$ cat src/rtl/dsd_mod.sv
// dsd_mod: PCM to 1-bit DSD second-order sigma-delta modulator with a one-entry sample buffer.
// Define DSD_DITHER_EN to add LFSR dither (+/-1) ahead of the 1-bit quantizer.
`ifndef PCM_QUANT
`define PCM_QUANT 8
`endif

module dsd_mod #(
    parameter int unsigned PCM_W = `PCM_QUANT,
    parameter int unsigned OSR   = 64
) (
    input  logic                    clk,
    input  logic                    rst,
    input  logic signed [PCM_W-1:0] pcm_in,
    input  logic                    pcm_valid,
    output logic                    pcm_ready,
    input  logic                    dsd_en,
    output logic                    dsd_out,
    output logic                    underrun
);

    localparam int unsigned IW = PCM_W + 4;
    localparam int unsigned EW = PCM_W + 6;
    localparam int unsigned CW = (OSR > 1) ? $clog2(OSR) : 1;

    localparam logic signed [EW-1:0] FS_E  = EW'((1 << (PCM_W - 1)) - 1);
    localparam logic signed [EW-1:0] I_MAX = EW'((1 << (IW - 1)) - 1);
    localparam logic signed [EW-1:0] I_MIN = EW'(-(1 << (IW - 1)));

    typedef enum logic [1:0] {StIdle, StRun, StStarved} state_e;

    state_e                  state_q;
    logic [CW-1:0]           cnt_q;
    logic                    full_q;
    logic signed [PCM_W-1:0] hold_q;
    logic signed [PCM_W-1:0] x_q;
    logic signed [IW-1:0]    i1_q, i2_q;
    logic signed [IW-1:0]    i1_d, i2_d;
    logic                    dsd_q;
    logic                    underrun_q;

    logic                    accept;
    logic                    boundary;
    logic                    bit_d;
    logic signed [EW-1:0]    q_in;
    logic signed [EW-1:0]    fb;

    function automatic logic signed [IW-1:0] sat(input logic signed [EW-1:0] v);
        if (v > I_MAX) begin
            return I_MAX[IW-1:0];
        end else if (v < I_MIN) begin
            return I_MIN[IW-1:0];
        end
        return v[IW-1:0];
    endfunction

    assign accept   = pcm_valid && !full_q;
    assign boundary = dsd_en && (cnt_q == CW'(OSR - 1));

`ifdef DSD_DITHER_EN
    localparam logic signed [EW-1:0] ONE = EW'(1);
    logic [15:0] lfsr_q;

    always_ff @(posedge clk) begin
        if (rst) begin
            lfsr_q <= 16'hACE1;
        end else if (dsd_en) begin
            lfsr_q <= {lfsr_q[0] ^ lfsr_q[2] ^ lfsr_q[3] ^ lfsr_q[5], lfsr_q[15:1]};
        end
    end

    // Dither only perturbs the decision; integrators still see the undithered feedback.
    assign q_in = EW'(i2_q) + (lfsr_q[0] ? ONE : -ONE);
`else
    assign q_in = EW'(i2_q);
`endif

    assign bit_d = ~q_in[EW-1];

    always_comb begin
        fb   = bit_d ? FS_E : -FS_E;
        i1_d = sat(EW'(i1_q) + EW'(x_q) - fb);
        i2_d = sat(EW'(i2_q) + EW'(i1_q) - fb);
    end

    // Accept needs an empty buffer and a drain needs a full one, so they never collide.
    always_ff @(posedge clk) begin
        if (rst) begin
            state_q    <= StIdle;
            cnt_q      <= '0;
            full_q     <= 1'b0;
            hold_q     <= '0;
            x_q        <= '0;
            i1_q       <= '0;
            i2_q       <= '0;
            dsd_q      <= 1'b0;
            underrun_q <= 1'b0;
        end else begin
            underrun_q <= 1'b0;
            if (dsd_en) begin
                cnt_q <= boundary ? '0 : cnt_q + 1'b1;
                i1_q  <= i1_d;
                i2_q  <= i2_d;
                dsd_q <= bit_d;
            end
            if (accept) begin
                hold_q <= pcm_in;
                full_q <= 1'b1;
            end
            if (boundary) begin
                if (full_q) begin
                    x_q     <= hold_q;
                    full_q  <= 1'b0;
                    state_q <= StRun;
                end else if (state_q == StRun) begin
                    underrun_q <= 1'b1;
                    state_q    <= StStarved;
                end
            end
        end
    end

    assign pcm_ready = !full_q;
    assign dsd_out   = dsd_q;
    assign underrun  = underrun_q;

endmodule
$ cat config.mk
export PLATFORM = sky130hd
export DESIGN_NAME = dsd_mod
export DESIGN_NICKNAME = d
export VERILOG_FILES = /design/src/rtl/dsd_mod.sv
export SDC_FILE = /design/constraint.sdc
export NUM_CORES = 1
export LEC_CHECK = 0
export CAP_MARGIN = 20
export CORE_MARGIN = 4
export CORE_UTILIZATION = 45
export DETAILED_ROUTE_END_ITERATION = 10
export SYNTH_ARGS = -nofsm -noshare
export SYNTH_HDL_FRONTEND = slang
export SYNTH_SLANG_ARGS = --single-unit
$ cat constraint.sdc
create_clock -name clk -period 4.4 [get_ports clk]
set_clock_uncertainty 0.2 [all_clocks]
set_input_delay 0.44 -clock clk [delete_from_list [all_inputs] [get_ports clk]]
set_output_delay 0.44 -clock clk [all_outputs]
set_load 0.02 [all_outputs]
-- Yosys cells after proc, flatten, opt, wreduce, memory -nomap -nowiden
Index checks and enable logic that the tools add are counted.
- $add $sub $neg: 5
- magnitude comparators: 4
- equality and inequality tests: 2
- multiplexer cells: 18
- bitwise operators: 2
- reduce and logical (&&, ||, !) cells: 7
- operators with widths (cell ; number):
    two-way mux 12 bit ; 6
    greater-than comparator 14 x 12 -> 1 bit (second input constant) ; 2
    < comparator 14 x 12 -> 1 bit (second input constant) ; 2
    subtractor 13 x 14 -> 14 bit ; 2
    two-way mux 14 bit ; 1
    adder 12 x 12 -> 13 bit ; 1
    adder 12 x 8 -> 13 bit ; 1
    two-way mux 1 bit ; 8
    adder 6 x 1 -> 6 bit (second input constant) ; 1
    == test 6 bit (second input constant) ; 1
    two-way mux 6 bit ; 1
    two-way mux 2 bit ; 2
    AND reduction 2 bit ; 2
    OR reduction 3 bit ; 1
    == test 2 x 1 -> 1 bit (second input constant) ; 1
    logical AND 1 bit ; 2
    inverter 1 bit ; 2
    nonzero test 2 bit ; 1
    zero test 1 bit ; 1
- register bits after elaboration: 51
- input bits: 12
- output and inout bits: 3

-- Logic depth before layout (Yosys ltp)
- word-level depth: 6
- depth in mapped cells: 13
- gate-level depth less buffers: 13

-- Worst setup path before layout
OpenSTA, ideal clock, no wires.
- path kind: flip-flop to flip-flop
- start point: reg i2_q[11]
- end point: reg i1_q[0]
- setup time: 0.122 ns
- arrival time: 3.627 ns
- slack: 0.451 ns
- cell stages (with the launch flop): 10
- path buffers: 0
- cells stage by stage: dfxtp_1 -> fa_1 -> fa_1 -> a21o_1 -> a221oi_2 -> a21oi_2 -> a21bo_2 -> o41a_1 -> and4_4 -> a221o_1
- cells in the longest elaborated chain, start to end: 6
- elaborated cells between the ends (all ways): 8
- RTL lines (what ; line ; RTL):
    from (decl) ; 36 ; logic signed [IW-1:0] i1_q, i2_q;
    from (signal assigned) ; 102 ; i2_q <= i2_d;
    two-way mux 14 bit * ; 80 ; fb = bit_d ? FS_E : -FS_E;
    subtractor 13 x 14 -> 14 bit * ; 81 ; i1_d = sat(EW'(i1_q) + EW'(x_q) - fb);
    < comparator 14 x 12 -> 1 bit ; 50 ; end else if (v < I_MIN) begin
    two-way mux 1 bit ; 50 ;
    two-way mux 1 bit ; 48 ; if (v > I_MAX) begin
    two-way mux 12 bit * ; 53 ; return v[IW-1:0];
    to (signal assigned) ; 101 ; i1_q <= i1_d;
    to (decl) ; 36 ;
Every way passes the cells marked *; elsewhere a longest branch is shown, timed or not.
A chain may end at the register's enable or synchronous reset.

-- Final worst setup path
- start point: reg i2_q[11]
- end point: reg i2_q[3]
- cells in the longest elaborated chain, start to end: 6
- elaborated cells between the ends (all ways): 9
- RTL lines (what ; line ; RTL):
    adder 12 x 12 -> 13 bit or two-way mux 14 bit (tied branches) ; 82, 80 ;
    subtractor 13 x 14 -> 14 bit * ; 82 ; i2_d = sat(EW'(i2_q) + EW'(i1_q) - fb);
    < comparator 14 x 12 -> 1 bit ; 50 ;
    two-way mux 1 bit ; 50 ;
    two-way mux 1 bit ; 48 ;
    two-way mux 12 bit * ; 53 ;
Marked as above.

==> impl_metrics.toml <==
[clocking]
cts_hold_buffers = 0
clock_sinks = 51
clk_pin_slew_ns = 0.10
cts_resized = 0
clk_path_buf_depth = 2
clkLatencyLatePin_ns = 0.30
postCtsSetupBuffers = 0
cts_inserted_buffers = 5
cts_tree = "done"
cts.htree.levels = 2
cts_root_buffer = "clkbuf_8"

[critical_path]
worstSetupPathType = "reg2reg"
cp.required_ns = 4.44
start_kind = "register"
worstPathArrival_ns = 3.93
critPathMaxFanout = 16
r2r_cells = 11
r2r-end = "i2_q[3]$_SDFFE_PP0P_"
critical_path.startpoint = "i2_q[11]$_SDFFE_PP0P_"
r2r_setup_slack_ns = 0.51
r2r-start = "i2_q[11]$_SDFFE_PP0P_"
critical_path.endpoint_type = "register"

[placement]
dp_hpwl_um = 5880
numPortBuffers = 14
place_ws_ns = 0.476
routabilityCongestion = 0.821

[synthesis]
synthTopCellsByArea = "dfxtp_1 27%, fa_1 12%, ha_1 9.8%, a21oi_1 4.6%, nor2_1 4.2%"
synth-seq-area-share_pct = 27.5
yosysMostFrequentCell = "dfxtp_1"
synth_edf_count = 0
netlist_instances = 418
async_flop_share_pct = 0
synthTopCellsByCount = "51 x dfxtp_1, 42 x nor2_1, 38 x inv_1, 34 x a21oi_1, 32 x nand2_1"
synth_nets = 482
ys_ff_latch = 51
synth_top_cell_by_area = "dfxtp_1"
ys_types = 58
synth_warnings = 0
syn-cell-area_um2 = 3710
synth_top_cell_area_share_pct = 27.5
syn_area_per_cell_um2 = 8.89
ys.flop_type = "dfxtp_1"

[global_routing]
grt_use_total_pct = 15.8
grt_antenna_before_repair = 0
grt_pass1_vias = 2750
busiest_layer = "met2"
use_met2_pct = 27.1
grt_use_met3_pct = 2.26
grt.overflow.total = 0
grt_first_pass_wirelength_um = 12700
grtUsageMet1_pct = 20.8
grt_max_degree = 33

[timing]
worst_pin_slew_ns = 0.874
hold_violations = 0
fin_crit_ns = 3.89
slew-limit-headroom_pct = 41.6
tns_ns = 0
setup_ws_ns = 0.514
max_freq_mhz = 257
rsz0062_at_grt = "false"
finalSetupViolCount = 0
drv_slew = 0
fin_crit_sh_pct = 88.3

[drt]
firstDrtPassIters = 4
vias = 2830
postRouteAntennaNets = 0
drc_errors = 0
wl_um = 7520
post_drt_wl_per_cell_um = 14.1
drt_iter0_markers = 82
avgViaCountPerCell = 5.29

[die]
die_h_um = 98.9
initial_core_util_pct = 47.1
core_area_um2 = 7890
chipWidth_um = 98.9
row_count = 32
die_area_um2 = 9770
io_pins = 15

[finish]
diodes = 0
syn2layout_area_growth_pct = 9.26
fin_nets = 496
drive_gt1_share_pct = 6.47

[hold_path]
min_path_type = "reg2reg"
hold_path_end = "underrun$_SDFF_PP0_"
min_from = "state_q[1]$_SDFFE_PP0P_"
whs_path_depth = 1

[run_status]
outcome = "finished, final reports clean"

[flow_run]
maxCapViolCount = 0
==> registers in the layout, summed over array words and instances, names as in the netlist <==
register,count
i1_q,12
i2_q,12
hold_q,8
x_q,8
cnt_q,6
state_q,2
dsd_out,1
full_q,1
underrun,1
==> worst max path at each step <==
stage	to	depth (start not counted)
2_1_floorplan	i1_q[0]$_SDFFE_PP0P_	9
3_3_place_gp	i1_q[0]$_SDFFE_PP0P_	11
3_5_place_dp	i2_q[3]$_SDFFE_PP0P_	11
4_1_cts	i2_q[2]$_SDFFE_PP0P_	11
5_1_grt	i2_q[8]$_SDFFE_PP0P_	11
6_report	i2_q[3]$_SDFFE_PP0P_	11
==> layout by cell type (no fill, tap or decap), drive strengths merged, types with 9 or more instances in the layout <==
cell type	Yosys	final
nor2	43	43
a221o	10	10
xor2	9	9
clkdlybuf4s50	0	14
a21oi	36	36
dfxtp	51	51
xnor2	18	18
mux2i	13	13
nand2	33	33
ha	29	29
inv	38	38
fa	23	23
nor3	9	9
o21ai	24	24
==> worst max-delay path, cell delays in order, from the launching register on <==
cell,delay [ns]
dfxtp_1,0.70
buf_4,0.38
fa_1,0.47
ha_1,0.35
a21oi_1,0.23
a21oi_1,0.10
o22ai_2,0.23
o211ai_1,0.19
xor2_1,0.32
nor2_1,0.09
nor2_1,0.39
a221o_1,0.18
==> area by class of cell <==
type                            instances  area, um^2
Clock inverter                          1        8.76
Fill cell                             746        3830
Multi-Input combinational cell        319        2510
Sequential cell                        51        1020
Timing Repair Buffer                   17         163
Inverter                               38         143
Tap cell                              102         128
Clock buffer                            7        86.3
==> cells by family (layout without fill, tap and decap cells) <==
family	Yosys count	count (layout)	share of synthesized area, %
DFF	51	51	27.5
AOI/OAI and AO/OA	107	107	20.4
muxes	14	14	3.81
and+or+nand+nor	119	119	14.9
xor gates and xnor gates	27	27	6.37
adders and majority gates	52	52	22.2
buffers and inverters	48	63	4.95
==> layer usage <==
layer,wire (um),up-vias
li1,-,1478
met1,3620,1308
met2,3600,38
met3,218,6
met4,76,0
met5,0,-
==> per-stage QoR <==
step | area (um^2) | instances | hold slack [ns] | util, %
6_report | 4060 | 535 | 0.245 | 51.5
5_1_grt | 4060 | 535 | 0.275 | 51.5
4_1_cts | 4060 | 535 | 0.246 | 51.5
3_5_place_dp | 3960 | 527 | 0.227 | 50.3
3_3_place_gp | 3960 | 527 | 0.232 | 50.3
2_1_floorplan | 3710 | 418 | 0.214 | -
Power is not shown: default switching activity piles up to over one toggle a cycle in this logic, so the estimate is an artifact.
